<file path="src/rtl/hazard_forward_unit_if.sv">
// Decode-to-hazard-unit bundle: decode fields in, operand selects / bank write index out.
// Latency: carries no state; the hazard unit registers selects one cycle after decode.
// Backpressure: `stall` is the only flow control; decode holds its fields while it is high.
interface hazard_forward_unit_if #(
  parameter int REG_AW = 5
);
  logic              id_valid;
  logic [REG_AW-1:0] RA_id;
  logic [REG_AW-1:0] RB_id;
  logic [REG_AW-1:0] RW_id;
  logic              wr_id;
  logic              ld_id;
  logic              imm_id;
  logic [1:0]        mux_sel_A;
  logic [1:0]        mux_sel_B;
  logic              imm_sel;
  logic [REG_AW-1:0] RW_dm;
  logic              ex_valid;
  logic              stall;

  // Decoder side: drives the decode slot, observes selects and stall.
  modport master (
    output id_valid, RA_id, RB_id, RW_id, wr_id, ld_id, imm_id,
    input  mux_sel_A, mux_sel_B, imm_sel, RW_dm, ex_valid, stall
  );

  // Hazard unit side.
  modport slave (
    input  id_valid, RA_id, RB_id, RW_id, wr_id, ld_id, imm_id,
    output mux_sel_A, mux_sel_B, imm_sel, RW_dm, ex_valid, stall
  );
endinterface

</file>
<file path="src/rtl/hazard_forward_unit.sv">
// Hazard/forwarding control: tracks 3 in-flight dests, drives operand selects, RW_dm and load-use stall.
// Latency: selects/imm_sel/ex_valid registered one cycle after decode; stall combinational same cycle.
// Backpressure: stall holds decode and shifts a bubble; HFU_FORWARDING_EN selects forwarding, else stall-until-clear.
module hazard_forward_unit #(
  parameter int REG_AW = 5
) (
  input logic              clk,
  input logic              rst,
  hazard_forward_unit_if.slave hfu
);

  typedef struct packed {
    logic              vld;
    logic              wr;
    logic [REG_AW-1:0] dest;
  } slot_t;

  // s1 = EX, s2 = DM, s3 = WB
  slot_t s1_q, s1_d, s2_q, s2_d, s3_q, s3_d;
  logic [1:0] sel_a_q, sel_a_d, sel_b_q, sel_b_d;
  logic       imm_sel_q, imm_sel_d;
  logic       ex_valid_q, ex_valid_d;
  logic       ra_used, rb_used, stall_c, issue;

  // A slot counts as a producer only when it is real, writes, and does not target the r0 sink.
  function automatic logic hit(input slot_t s, input logic [REG_AW-1:0] x, input logic used);
    return used && s.vld && s.wr && (s.dest != '0) && (s.dest == x);
  endfunction

`ifdef HFU_FORWARDING_EN
  logic s1_ld_q, s1_ld_d;

  // Nearest producer wins: EX result, then DM, then WB; otherwise the bank is current.
  function automatic logic [1:0] fwd_sel(input slot_t a, input slot_t b, input slot_t c,
                                         input logic [REG_AW-1:0] x, input logic used);
    if (hit(a, x, used))      return 2'b01;
    else if (hit(b, x, used)) return 2'b10;
    else if (hit(c, x, used)) return 2'b11;
    else                      return 2'b00;
  endfunction
`endif

  // Source usage and hazard detection from the decode slot against the in-flight slots.
  always_comb begin
    ra_used = hfu.id_valid && (hfu.RA_id != '0);
    rb_used = hfu.id_valid && !hfu.imm_id && (hfu.RB_id != '0);
`ifdef HFU_FORWARDING_EN
    // Only a load in EX cannot be forwarded in time.
    stall_c = s1_ld_q && (hit(s1_q, hfu.RA_id, ra_used) || hit(s1_q, hfu.RB_id, rb_used));
`else
    // Without forwarding, wait until every pending writer of a used source has retired.
    stall_c = hit(s1_q, hfu.RA_id, ra_used) || hit(s1_q, hfu.RB_id, rb_used) ||
              hit(s2_q, hfu.RA_id, ra_used) || hit(s2_q, hfu.RB_id, rb_used) ||
              hit(s3_q, hfu.RA_id, ra_used) || hit(s3_q, hfu.RB_id, rb_used);
`endif
    if (rst) stall_c = 1'b0;
    issue = hfu.id_valid && !stall_c;
  end

  // Tracking shift: decode (or a bubble) enters s1, older slots move down every cycle.
  always_comb begin
    s1_d = '0;
    if (issue) begin
      s1_d.vld  = 1'b1;
      s1_d.wr   = hfu.wr_id;
      s1_d.dest = hfu.RW_id;
    end
    s2_d       = s1_q;
    s3_d       = s2_q;
    ex_valid_d = issue;
    imm_sel_d  = issue && hfu.imm_id;
`ifdef HFU_FORWARDING_EN
    s1_ld_d    = issue && hfu.ld_id;
`endif
  end

  // Operand selects for the instruction entering EX; bubbles read the bank.
  always_comb begin
    sel_a_d = 2'b00;
    sel_b_d = 2'b00;
`ifdef HFU_FORWARDING_EN
    if (issue) begin
      sel_a_d = fwd_sel(s1_q, s2_q, s3_q, hfu.RA_id, ra_used);
      sel_b_d = fwd_sel(s1_q, s2_q, s3_q, hfu.RB_id, rb_used);
    end
`endif
  end

  // State registers with synchronous reset.
  always_ff @(posedge clk) begin
    if (rst) begin
      s1_q       <= '0;
      s2_q       <= '0;
      s3_q       <= '0;
      sel_a_q    <= 2'b00;
      sel_b_q    <= 2'b00;
      imm_sel_q  <= 1'b0;
      ex_valid_q <= 1'b0;
    end else begin
      s1_q       <= s1_d;
      s2_q       <= s2_d;
      s3_q       <= s3_d;
      sel_a_q    <= sel_a_d;
      sel_b_q    <= sel_b_d;
      imm_sel_q  <= imm_sel_d;
      ex_valid_q <= ex_valid_d;
    end
  end

`ifdef HFU_FORWARDING_EN
  // Load flag of the EX slot, needed only for the load-use check.
  always_ff @(posedge clk) begin
    if (rst) s1_ld_q <= 1'b0;
    else     s1_ld_q <= s1_ld_d;
  end
`endif

  // Bank has no write enable, so non-writers and bubbles in DM aim at r0.
  assign hfu.RW_dm     = (s2_q.vld && s2_q.wr) ? s2_q.dest : '0;
  assign hfu.mux_sel_A = sel_a_q;
  assign hfu.mux_sel_B = sel_b_q;
  assign hfu.imm_sel   = imm_sel_q;
  assign hfu.ex_valid  = ex_valid_q;
  assign hfu.stall     = stall_c;

endmodule

</file>
<file path="src/flat_wrapper.sv">
// flat-port wrapper written by rule: the top's interface ports become plain ports
module hazard_forward_unit_flat 
#(
  parameter int REG_AW = 5
)
  (clk, rst, hfu_id_valid, hfu_RA_id, hfu_RB_id, hfu_RW_id, hfu_wr_id, hfu_ld_id, hfu_imm_id, hfu_mux_sel_A, hfu_mux_sel_B, hfu_imm_sel, hfu_RW_dm, hfu_ex_valid, hfu_stall);
  hazard_forward_unit_if #(.REG_AW(REG_AW)) hfu_i ();
  input logic clk;
  input logic rst;
  input wire logic [$bits(hfu_i.id_valid)-1:0] hfu_id_valid;
  input wire logic [$bits(hfu_i.RA_id)-1:0] hfu_RA_id;
  input wire logic [$bits(hfu_i.RB_id)-1:0] hfu_RB_id;
  input wire logic [$bits(hfu_i.RW_id)-1:0] hfu_RW_id;
  input wire logic [$bits(hfu_i.wr_id)-1:0] hfu_wr_id;
  input wire logic [$bits(hfu_i.ld_id)-1:0] hfu_ld_id;
  input wire logic [$bits(hfu_i.imm_id)-1:0] hfu_imm_id;
  output wire logic [$bits(hfu_i.mux_sel_A)-1:0] hfu_mux_sel_A;
  output wire logic [$bits(hfu_i.mux_sel_B)-1:0] hfu_mux_sel_B;
  output wire logic [$bits(hfu_i.imm_sel)-1:0] hfu_imm_sel;
  output wire logic [$bits(hfu_i.RW_dm)-1:0] hfu_RW_dm;
  output wire logic [$bits(hfu_i.ex_valid)-1:0] hfu_ex_valid;
  output wire logic [$bits(hfu_i.stall)-1:0] hfu_stall;
  assign hfu_i.id_valid = hfu_id_valid;
  assign hfu_i.RA_id = hfu_RA_id;
  assign hfu_i.RB_id = hfu_RB_id;
  assign hfu_i.RW_id = hfu_RW_id;
  assign hfu_i.wr_id = hfu_wr_id;
  assign hfu_i.ld_id = hfu_ld_id;
  assign hfu_i.imm_id = hfu_imm_id;
  assign hfu_mux_sel_A = hfu_i.mux_sel_A;
  assign hfu_mux_sel_B = hfu_i.mux_sel_B;
  assign hfu_imm_sel = hfu_i.imm_sel;
  assign hfu_RW_dm = hfu_i.RW_dm;
  assign hfu_ex_valid = hfu_i.ex_valid;
  assign hfu_stall = hfu_i.stall;
  hazard_forward_unit #(.REG_AW(REG_AW)) u_core (.clk(clk), .rst(rst), .hfu(hfu_i));
endmodule
</file>
<file path="config.mk">
export PLATFORM = sky130hd
export DESIGN_NAME = hazard_forward_unit_flat
export DESIGN_NICKNAME = d
export VERILOG_FILES = /design/src/rtl/hazard_forward_unit_if.sv /design/src/rtl/hazard_forward_unit.sv /design/src/flat_wrapper.sv
export SDC_FILE = /design/constraint.sdc
export NUM_CORES = 1
export LEC_CHECK = 0
export CAP_MARGIN = 20
export CORE_UTILIZATION = 47
export DETAILED_ROUTE_END_ITERATION = 8
export HOLD_SLACK_MARGIN = 0.08
export PLACE_DENSITY = 0.88
export SYNTH_ARGS = -nofsm -noshare
export SYNTH_HDL_FRONTEND = slang
export SYNTH_SLANG_ARGS = --single-unit
export TNS_END_PERCENT = 5
</file>
<file path="constraint.sdc">
create_clock -name clk -period 2.3 [get_ports clk]
set_input_delay 0.345 -clock clk [delete_from_list [all_inputs] [get_ports clk]]
set_output_delay 0.345 -clock clk [all_outputs]
set_load 0.02 [all_outputs]
</file>
==> metrics.md, run 1 <==
| Metric | Value |
|---|---|
| Nets | `202` |
| Mux cell area share after synthesis | `0` |
| Pleak | `roughly 0.75 nW` |
| Synth Area in Adders | `0` |
| Vias in the first global route | `approximately 1,200` |
| Critical Path Slowest Stage Cell | `nor4_1` |
| CP Data Required Time | `a little under 2 ns` |
| PwrDens | `about 490 nW/µm²` |
| Crit-path cells | `buf_4 -> xor2_1 -> nor4_1 -> o2111a_1 -> nor2_1 -> a31oi_1 -> buf_2` |
| Die Ht | `about 53 µm` |
| GRT met3 Usage | `0.0435` |
| Largest area contributor in the synthesized netlist | `dfxtp_1` |
| Worst rel slew slack | `0.667` |
| Sequential element share of the synthesized area | `0.367` |
| R2R Path End | `u_core.s1_q[0]` |
| H-Tree Level Count | `1` |
| Cell total after placement | `~200` |
| IO Pins | `33` |
| Worst Skew | `0.00118 ns` |
| DR vias | `1,167` |
| CTS hold repair buffers | `0` |
| Critical R2R Launch | `u_core.s2_q[0]` |
| Antenna Cells | `0` |
| Largest family of logic cells by synthesized area | `simple AND/OR/NAND/NOR gates` |
| Register area | `about 450 µm²` |
| DR pass1 iterations | `4` |
| Met1 Usage GRT | `0.287` |
| Psw | `0.208 mW` |
| Worst Hold Depth | `1` |
| Final setup vio count | `1` |
| Hold_ws | `about 0.48 ns` |
| GRT Max-Usage Layer | `met2` |
| Critical path peak fanout | `4` |
| Initial antenna violation count | `0` |
| CTS Root Cell | `clkbuf_4` |
| Internal power | `approximately 0.65 mW` |
| DR WL/cell | `approximately 17 µm` |
| Post-DR vias/cell | `approximately 5.6` |
| Slew @ Worst Pin | `approximately 0.50 ns` |
| Max Clock Freq | `between 0.4 and 0.5 GHz` |
| Setup crit end kind | `output port` |
| Mean Syn Cell Area | `9.45 µm²` |
| Yosys warning count | `0` |
| Max-slew violations | `0` |
| Max cap viols | `0` |
| Synth Area in XOR/XNOR | `0.219` |
| Initial Util | `0.518` |
| Worst vdd ir | `0.000420 V` |
| Run status | `finished, violations left` |
| Final worst slack | `-0.197 ns` |
| Number of synthesized flops with an enable pin | `0` |
| Reg2reg path depth | `6` |
| Clock slew at reported path FFs | `about 0.13 ns` |
| Worst Hold Launch | `u_core.s1_q[5]` |
| Clock Sinks | `22` |
| Rows | `17` |
| RSZ-0062 raised after global routing | `true` |
| PortBufs | `27` |
| DP Area | `about 1600 µm²` |
| Core Area | `roughly 2300 µm²` |
| Synth Area in Simple Gates | `0.308` |
| Layout cells sized above 1 | `0.272` |
| Hold Crit Class | `flop to flop` |
| Flops & latches, synth | `22` |
| Die X | `about 53 µm` |
| Flop pwr share | `0.468` |
| Routability Congestion | `0.966` |
| Clock buffer depth | `2` |
| Total power | `0.862 mW` |
| WHS Endpoint | `u_core.s2_q[5]` |
| Comb pwr share | `0.184` |
| Post-route core utilization | `0.757` |
| Fill cell total of the finished layout | `about 170` |
| Switching Fraction | `0.242` |
| GRT met2 Usage | `0.508` |
| Final hold vios | `0` |
| Crit share post-route | `1.09` |
| Worst Setup Start Kind | `flop` |
| CP peak stage delay | `between 0.4 and 0.5 ns` |
| Non-filler instance count after layout | `~210` |
| Die Area | `between 2000 and 3000 µm²` |
| Top-area cell type share of the netlist area | `0.367` |
| Drt drc | `0` |
| Number of CTS-inserted buffers | `3` |
| CTS tree | `done` |
| Total congestion overflow | `0` |
| Setup CP Type | `flop to output port` |
| Synthesized area | `roughly 1200 µm²` |
| First-pass GRT wire length | `between 5000 and 6000 µm` |
| Tot GR Track Use | `0.269` |
| Share of power burned in the clock network | `0.348` |
| Post-route ant nets | `0` |
| FFs w/ async S/R, synth | `0` |
| Arr. time, crit path | `2.15 ns` |
| Complex-gate fraction of the synthesized area | `0.0626` |
| Pin count of the biggest net entering global routing | `16` |
| WL final | `between 3000 and 4000 µm` |
| Hpwl dp | `2510 µm` |
| Worst skew pair latency | `between 0.3 and 0.4 ns` |
| Area Growth Syn to Fin | `46.3%` |
| DRT iter0 DRCs | `22` |
| R2R setup slack | `about 0.40 ns` |
| Main synth FF type | `dfxtp_1` |
| Mapped Cells | `~130` |
| Violated checks | `negative setup slack` |
| Finished Cell Area | `~1800 µm²` |
| Ranking of synthesized cells by area | `dfxtp_1 (37%), xnor2_1 (12%), xor2_1 (9.5%)` |
| Period minus WS final | `2.50 ns` |
| Multi-input logic area | `773 µm²` |
| Count of cell types in the netlist | `34` |
[critical path: cells and delay by family, from the launching register on]
family / cells / cell delay (ns)
xor gates and xnor gates: 1 / 0.16
DFF: 1 / 0.36
and+or+nand+nor: 2 / 0.48
AOI/OAI and AO/OA: 2 / 0.50
buffers and inverters: 2 / 0.35
[cell usage in the layout, fill, tap and decap left out, types with 3 or more instances in the layout]
cell / synthesis / routed
and3_1: 5 / 5
dlygate4sd2_1: 0 / 10
xnor2_1: 17 / 17
dfxtp_1: 22 / 19
nor2_1: 3 / 3
buf_4: 4 / 26
clkbuf_4: 0 / 3
conb_1: 1 / 4
xor2_1: 13 / 13
nor4_2: 6 / 8
nand2_1: 10 / 10
clkdlybuf4s50_1: 0 / 16
nor2b_1: 15 / 15
nor3_1: 4 / 3
[how the worst max path moves through the flow]
| stage | from | to | slack, ns |
|---|---|---|---|
| floorplan | hfu_RA_id[0] | hfu_stall | 0.47 |
| global placement | hfu_RB_id[0] | hfu_stall | -0.58 |
| detailed placement | hfu_RB_id[0] | hfu_stall | -0.61 |
| CTS | u_core.s2_q[1] | hfu_stall | 0.001 |
| global route | u_core.s2_q[0] | hfu_stall | -0.15 |
| finish | u_core.s2_q[0] | hfu_stall | -0.20 |
[logic make-up (layout without fill, tap and decap cells)]
group                     Yosys count  count (layout)
xor gates and xnor gates           30              30
and+or+nand+nor                    57              57
AOI/OAI and AO/OA                  10              10
other                               1               4
buffers and inverters               7              57
DFF                                22              22
[per-layer routing]
metal  vias up  routed length [µm]
li1        537                   -
met4         0                  96
met5         -                   0
met1       550                1340
met3        15                 204
met2        65                1880
[cell usage after synthesis (2+ instances only)]
library cell   n
buf_4          4
nor4_2         6
and3_1         5
nor4_1         3
dfxtp_1       22
xnor2_1       17
nand4_1        2
and4_1         2
nor2b_1       15
nor2_1         3
xor2_1        13
nand2_1       10
nor3_1         4
[repair_timing]
item,4_1_cts,5_1_grt
pin swaps,6,2
buffers inserted,1,2
resized for setup,26,3
setup endpoints to repair,1,1
[power groups by stage]
stage / Sequential [mW] / Clock (mW) / Combinational, mW
2_1_floorplan: 0.413 / 0 / 0.0668
3_3_place_gp: 0.412 / 0 / 0.146
3_5_place_dp: 0.412 / 0 / 0.151
4_1_cts: 0.402 / 0.305 / 0.152
5_1_grt: 0.404 / 0.318 / 0.169
6_report: 0.403 / 0.300 / 0.159
[through the flow]
step,setup TNS (ns),setup WS (ns)
5_1_grt,-0.153,-0.153
2_1_floorplan,0,0.474
3_5_place_dp,-0.613,-0.613
4_1_cts,0,0.00112
3_3_place_gp,-0.580,-0.580
6_report,-0.197,-0.197
[registers in the layout, summed over array words and instances, names as in the netlist]
signal / cells
u_core.hfu.imm_sel: 1
u_core.s3_q: 7
u_core.s2_q: 7
u_core.s1_q: 6
u_core.hfu.ex_valid: 1
[layout make-up]
type	count	share of cell area
clock inverters	1	0.0171
repair buffers	53	0.255
flip-flops and latches	22	0.254
multi-input cells	101	0.440
well taps	28	0.0200
clock buffers	3	0.0128
Note: power is estimated with default switching activity, not from simulation.
==> inputs of run 2 (changes only) <==
--- a/config.mk
+++ b/config.mk
@@ -6,10 +6,12 @@
 export NUM_CORES = 1
 export LEC_CHECK = 0
 export CAP_MARGIN = 20
-export CORE_UTILIZATION = 47
+export CORE_MARGIN = 10
+export CORE_UTILIZATION = 42
 export DETAILED_ROUTE_END_ITERATION = 8
 export HOLD_SLACK_MARGIN = 0.08
-export PLACE_DENSITY = 0.88
+export PLACE_DENSITY = 0.84
+export SKIP_LAST_GASP = 1
 export SYNTH_ARGS = -nofsm -noshare
 export SYNTH_HDL_FRONTEND = slang
 export SYNTH_SLANG_ARGS = --single-unit
==> constraint.sdc (replaced) <==
create_clock -name clk -period 2.1 [get_ports clk]
set_input_delay 0.315 -clock clk [delete_from_list [all_inputs] [get_ports clk]]
set_output_delay 0.315 -clock clk [all_outputs]
set_load 0.02 [all_outputs]
==> run 2 against run 1 <==
Net effect:
- the run still ends with negative setup slack left
- setup slack worse by 0.020 ns
- hold slack gained 0.0022 ns
- design area up 3.2%
- flip-flop and latch count did not move
- combinational power is 10% higher
- non-clock buffer count is 4 higher
- final cell count increased by 3.4%
- total power up 9.1%
- core utilization shrank 9.4 points
- sequential power increased by 9.4%
- via count fell by 3.0%
- clock power is 8.0% higher
- critical path type unchanged
- largest cell class unchanged
==> metrics.md, run 2 (synthesis results as in run 1) <==
| Metric | Value |
|---|---|
| Post-route core utilization | `0.663` |
| Run status | `finished, violations left` |
| Clock slew at reported path FFs | `about 0.12 ns` |
| Final setup vio count | `1` |
| Initial Util | `0.439` |
| Drt drc | `0` |
| Pleak | `0.798 nW` |
| Setup TNS | `-0.216 ns` |
| Die Ht | `~73 µm` |
| CTS Root Cell | `clkbuf_4` |
| Max cap viols | `0` |
| CTS hold repair buffers | `0` |
| Regs by FF count | `u_core.s2_q x7, u_core.s3_q x7, u_core.s1_q x6` |
| Total congestion overflow | `0` |
| Arr. time, crit path | `roughly 2.0 ns` |
| Pin count of the biggest net entering global routing | `16` |
| DR WL/cell | `approximately 17 µm` |
| First-pass GRT wire length | `roughly 5900 µm` |
| Final worst slack | `-0.216 ns` |
| PortBufs | `27` |
| Post-route ant nets | `0` |
| Initial antenna violation count | `0` |
| Max Clock Freq | `roughly 0.43 GHz` |
| Violated checks | `negative setup slack` |
| Period minus WS final | `between 2 and 2.5 ns` |
| Setup crit end kind | `output port` |
| Post-DR vias/cell | `~5.3` |
| Antenna Cells | `0` |
| Total power | `0.940 mW` |
| PwrDens | `around 520 nW/µm²` |
| Crit share post-route | `1.10` |
| Die X | `approximately 73 µm` |
| Hpwl dp | `roughly 2700 µm` |
| H-Tree Level Count | `1` |
| Setup CP Type | `flop to output port` |
| Worst Hold Depth | `1` |
| Max-slew violations | `0` |
| DP Area | `around 1700 µm²` |
| Routability Congestion | `roughly 0.96` |
| Worst skew pair latency | `a little over 0.3 ns` |
| Most frequent cells in the layout | `buf_4 (30), dfxtp_1 (19), xnor2_1 (17), clkdlybuf4s50_1 (17), nor2b_1 (15)` |
| Finished Cell Area | `1810 µm²` |
| Slew @ Worst Pin | `about 0.50 ns` |
| IO Pins | `33` |
| Reg2reg path depth | `6` |
| Worst Skew | `between 0.004 and 0.005 ns` |
| Die Area | `~5400 µm²` |
| Clock Sinks | `22` |
| Rows | `19` |
| WL final | `~3600 µm` |
| Layout cells sized above 1 | `0.288` |
| Commonest non-fill, non-tap cell in the layout | `buf_4` |
| CTS tree | `done` |
| Non-filler instance count after layout | `about 220` |
| CP Data Required Time | `1.78 ns` |
| Critical path peak fanout | `3` |
| Tot GR Track Use | `0.138` |
| DRT iter0 DRCs | `between 50 and 60` |
| DR vias | `roughly 1,100` |
| Core Area | `2730 µm²` |
| Number of CTS-inserted buffers | `3` |
| Worst Setup Start Kind | `flop` |
| Cell total after placement | `about 210` |
| Nets | `206` |
| Vias in the first global route | `around 1,300` |
| Worst vdd ir | `0.000419 V` |
| Worst rel slew slack | `0.664` |
| Hold Crit Class | `flop to flop` |
| Final hold vios | `0` |
| RSZ-0062 raised after global routing | `true` |
| DR pass1 iterations | `4` |
| Clock buffer depth | `2` |
| Area Growth Syn to Fin | `51.0%` |
## run 2: cell types whose count changed in the layout (fill, tap and decap cells not counted), sizes merged
cell / previous run / this run
buf: 27 / 31
clkdlybuf4s50: 16 / 17
dlygate4sd2: 10 / 6
dlymetal6s2s: 0 / 3
## run 2: report_power, final
group,total [mW],switching [mW],leakage (nW),internal (mW)
Clock,0.324,0.131,0.0279,0.193
Sequential,0.441,0.0114,0.181,0.429
Combinational,0.175,0.0798,0.589,0.0952
## run 2: metal layers
| layer | wire length (µm) | track usage | vias up | part of all wire |
|---|---|---|---|---|
| li1 | - | - | 542 | - |
| met3 | 274 | 0.0404 | 11 | 0.077 |
| met4 | 65 | 0.0538 | 0 | 0.018 |
| met2 | 1890 | 0.265 | 52 | 0.53 |
| met5 | 0 | 0 | - | 0 |
| met1 | 1340 | 0.133 | 527 | 0.37 |
## run 2: final timing paths
check,start,to,slack [ns]
worst max-delay path,u_core.s2_q[1],hfu_stall,-0.22
worst min-delay path,u_core.s1_q[5],u_core.s2_q[5],0.48
worst max register to register,u_core.s2_q[1],u_core.s1_q[2],0.08
worst min register to register,u_core.s1_q[5],u_core.s2_q[5],0.48
## run 2: what timing repair did
action | CTS | global route
endpoints found under the setup margin | 1 | 1
setup buffers | 2 | 1
endpoints found under the hold margin | 0 | 0
resized for setup | 23 | 5
pin swaps | 4 | 3
## run 2: area by class of cell
type / instances / area, µm²
Fill cell: 213 / 922
Multi-Input combinational cell: 101 / 768
Timing Repair Buffer: 57 / 505
Sequential cell: 22 / 447
Tap cell: 31 / 38.8
Clock inverter: 1 / 30.0
Clock buffer: 3 / 22.5
## run 2: critical path: stages (launching register included)
cell and delay, ns:
dfxtp_2 0.35, or4_4 0.53, o211ai_1 0.23, nor4_2 0.08, o21bai_1 0.19, a31oi_1 0.14, buf_4 0.18
## run 2: metrics by stage
stage | worst slack [ns] | hold WS [ns]
2_1_floorplan | 0.334 | 0.387
3_3_place_gp | -0.716 | 0.461
3_5_place_dp | -0.772 | 0.466
4_1_cts | -0.207 | 0.484
5_1_grt | -0.310 | 0.508
6_report | -0.216 | 0.480
==> inputs of run 3 (changes only) <==
--- a/config.mk
+++ b/config.mk
@@ -9,6 +9,7 @@
 export CORE_MARGIN = 10
 export CORE_UTILIZATION = 42
 export DETAILED_ROUTE_END_ITERATION = 8
+export GPL_ROUTABILITY_DRIVEN = 0
 export HOLD_SLACK_MARGIN = 0.08
 export PLACE_DENSITY = 0.84
 export SKIP_LAST_GASP = 1
==> run 3 against run 2 <==
Net effect:
- the flow still finishes with violations (negative setup slack)
- flip-flop and latch count unchanged
- maximum frequency up 2.9%
- largest cell class unchanged
- sequential power is essentially flat
- hold slack got worse by 0.0047 ns
==> metrics.md, run 3 (synthesis results as in run 1) <==
| Metric | Value |
|---|---|
| Run status | `finished, violations left` |
| Violated checks | `negative setup slack` |
| Post-route core utilization | `0.662` |
| Clock slew at reported path FFs | `0.12 ns` |
| Internal power | `between 0.7 and 0.8 mW` |
| Met1 Usage GRT | `0.129` |
| Final setup vio count | `1` |
| Die Ht | `73.5 µm` |
| Setup CP Type | `input pin to output port` |
| Worst Setup Start Kind | `input pin` |
| Switching Fraction | `0.235` |
| IO Pins | `33` |
| Cell total after placement | `209` |
| Setup TNS | `-0.150 ns` |
| H-Tree Level Count | `1` |
| Critical path peak fanout | `4` |
| RSZ-0062 raised after global routing | `true` |
| Hold_ws | `roughly 0.48 ns` |
| Hpwl dp | `between 2000 and 3000 µm` |
| Commonest non-fill, non-tap cell in the layout | `buf_4` |
| Period minus WS final | `about 2.3 ns` |
| GRT met3 Usage | `0.0404` |
| Die Area | `5390 µm²` |
| Worst vdd ir | `between 0.0003 and 0.0004 V` |
| Die X | `73.5 µm` |
| Arr. time, crit path | `1.94 ns` |
| PortBufs | `27` |
| Share of power burned in the clock network | `0.344` |
| DR pass1 iterations | `4` |
| Initial antenna violation count | `0` |
| GRT met2 Usage | `0.244` |
| Final worst slack | `-0.150 ns` |
| Vias in the first global route | `1,202` |
| Hold Crit Class | `flop to flop` |
| Nets | `slightly above 200` |
| PwrDens | `slightly above 500 nW/µm²` |
| Psw | `around 0.22 mW` |
| Core Area | `between 2000 and 3000 µm²` |
| Pleak | `approximately 0.79 nW` |
| Flop pwr share | `0.469` |
| Area Growth Syn to Fin | `50.8%` |
| Layout cells sized above 1 | `0.283` |
| Total congestion overflow | `0` |
| Tot GR Track Use | `0.131` |
| CP Data Required Time | `roughly 1.8 ns` |
| Regs by FF count | `u_core.s2_q x7, u_core.s3_q x7, u_core.s1_q x6` |
| Antenna Cells | `0` |
| Clock buffer depth | `2` |
| First-pass GRT wire length | `between 5000 and 6000 µm` |
| Drt drc | `0` |
| Max-slew violations | `0` |
| Slew @ Worst Pin | `just over 0.5 ns` |
| Max Clock Freq | `approximately 0.44 GHz` |
| Post-DR vias/cell | `slightly above 5` |
| DR WL/cell | `15.7 µm` |
| WL final | `3370 µm` |
| Max cap viols | `0` |
| Pin count of the biggest net entering global routing | `16` |
| DRT iter0 DRCs | `37` |
| CTS Root Cell | `clkbuf_4` |
| Crit share post-route | `1.07` |
| Most frequent cells in the layout | `buf_4 (29), dfxtp_1 (20), xnor2_1 (17), nor2b_1 (15), clkdlybuf4s50_1 (15)` |
| Comb pwr share | `0.187` |
| Number of CTS-inserted buffers | `3` |
| Reg2reg path depth | `5` |
| DR vias | `~1,100` |
| Final hold vios | `0` |
| Post-route ant nets | `0` |
| Worst Skew | `between 0.001 and 0.0015 ns` |
| Worst Hold Depth | `1` |
| DP Area | `between 1500 and 2000 µm²` |
| Finished Cell Area | `~1800 µm²` |
| CTS tree | `done` |
| Rows | `19` |
| Fill cell total of the finished layout | `~200` |
| GRT Max-Usage Layer | `met2` |
| Initial Util | `0.439` |
| Setup crit end kind | `output port` |
| Worst rel slew slack | `0.658` |
| Worst skew pair latency | `~0.31 ns` |
| Clock Sinks | `22` |
| Non-filler instance count after layout | `about 220` |
[run 3: cell count changes in the layout (fill, tap and decap cells not counted), sizes merged]
cell           before  now
clkdlybuf4s50      17   15
dlygate4sd2         6   10
dlymetal6s2s        3    1
[run 3: area by class of cell]
class / instances / area [µm²] / share of cell area
Timing Repair Buffer: 57 / 499 / 0.276
Tap cell: 31 / 38.8 / 0.0214
Multi-Input combinational cell: 101 / 773 / 0.427
Clock buffer: 3 / 22.5 / 0.0124
Clock inverter: 1 / 30.0 / 0.0166
Sequential cell: 22 / 445 / 0.246
[run 3: routing by layer]
layer / up-vias / wire length (µm)
met5: - / 0
met4: 0 / 101
met3: 12 / 263
met2: 42 / 1790
met1: 502 / 1220
li1: 545 / -
[run 3: worst paths after layout]
kind	from	slack (ns)	end
max	hfu_RA_id[1]	-0.15	hfu_stall
min	u_core.s1_q[5]	0.48	u_core.s2_q[5]
max reg2reg	u_core.s2_q[0]	0.23	u_core.s1_q[2]
min reg2reg	u_core.s1_q[5]	0.48	u_core.s2_q[5]
[run 3: power by group through the flow]
stage                     Clock (mW)  Sequential, mW  Combinational, mW
after floorplan                    0           0.452             0.0731
after global placement             0           0.450              0.162
after detailed placement           0           0.451              0.168
after CTS                      0.327           0.440              0.173
after global routing           0.339           0.442              0.190
final                          0.323           0.440              0.175
[run 3: critical path, cell delays in order]
cell,delay [ns]
dlygate4sd2_1,0.31
or4_4,0.57
o21ai_4,0.19
nor4_2,0.08
o21ai_1,0.19
a31oi_1,0.11
buf_4,0.17
[run 3: timing repair]
action | CTS | global route
hold buffers | 0 | 0
pin swaps | 11 | 4
gates resized for setup | 29 | 2
setup endpoints to repair | 1 | 1
buffers inserted | 2 | 0
[run 3: metrics by stage]
| stage | setup WS (ns) | power, mW |
|---|---|---|
| after floorplan | 0.334 | 0.525 |
| after global placement | -0.737 | 0.612 |
| after detailed placement | -0.744 | 0.618 |
| after CTS | -0.131 | 0.940 |
| after global routing | -0.279 | 0.971 |
| final | -0.150 | 0.938 |
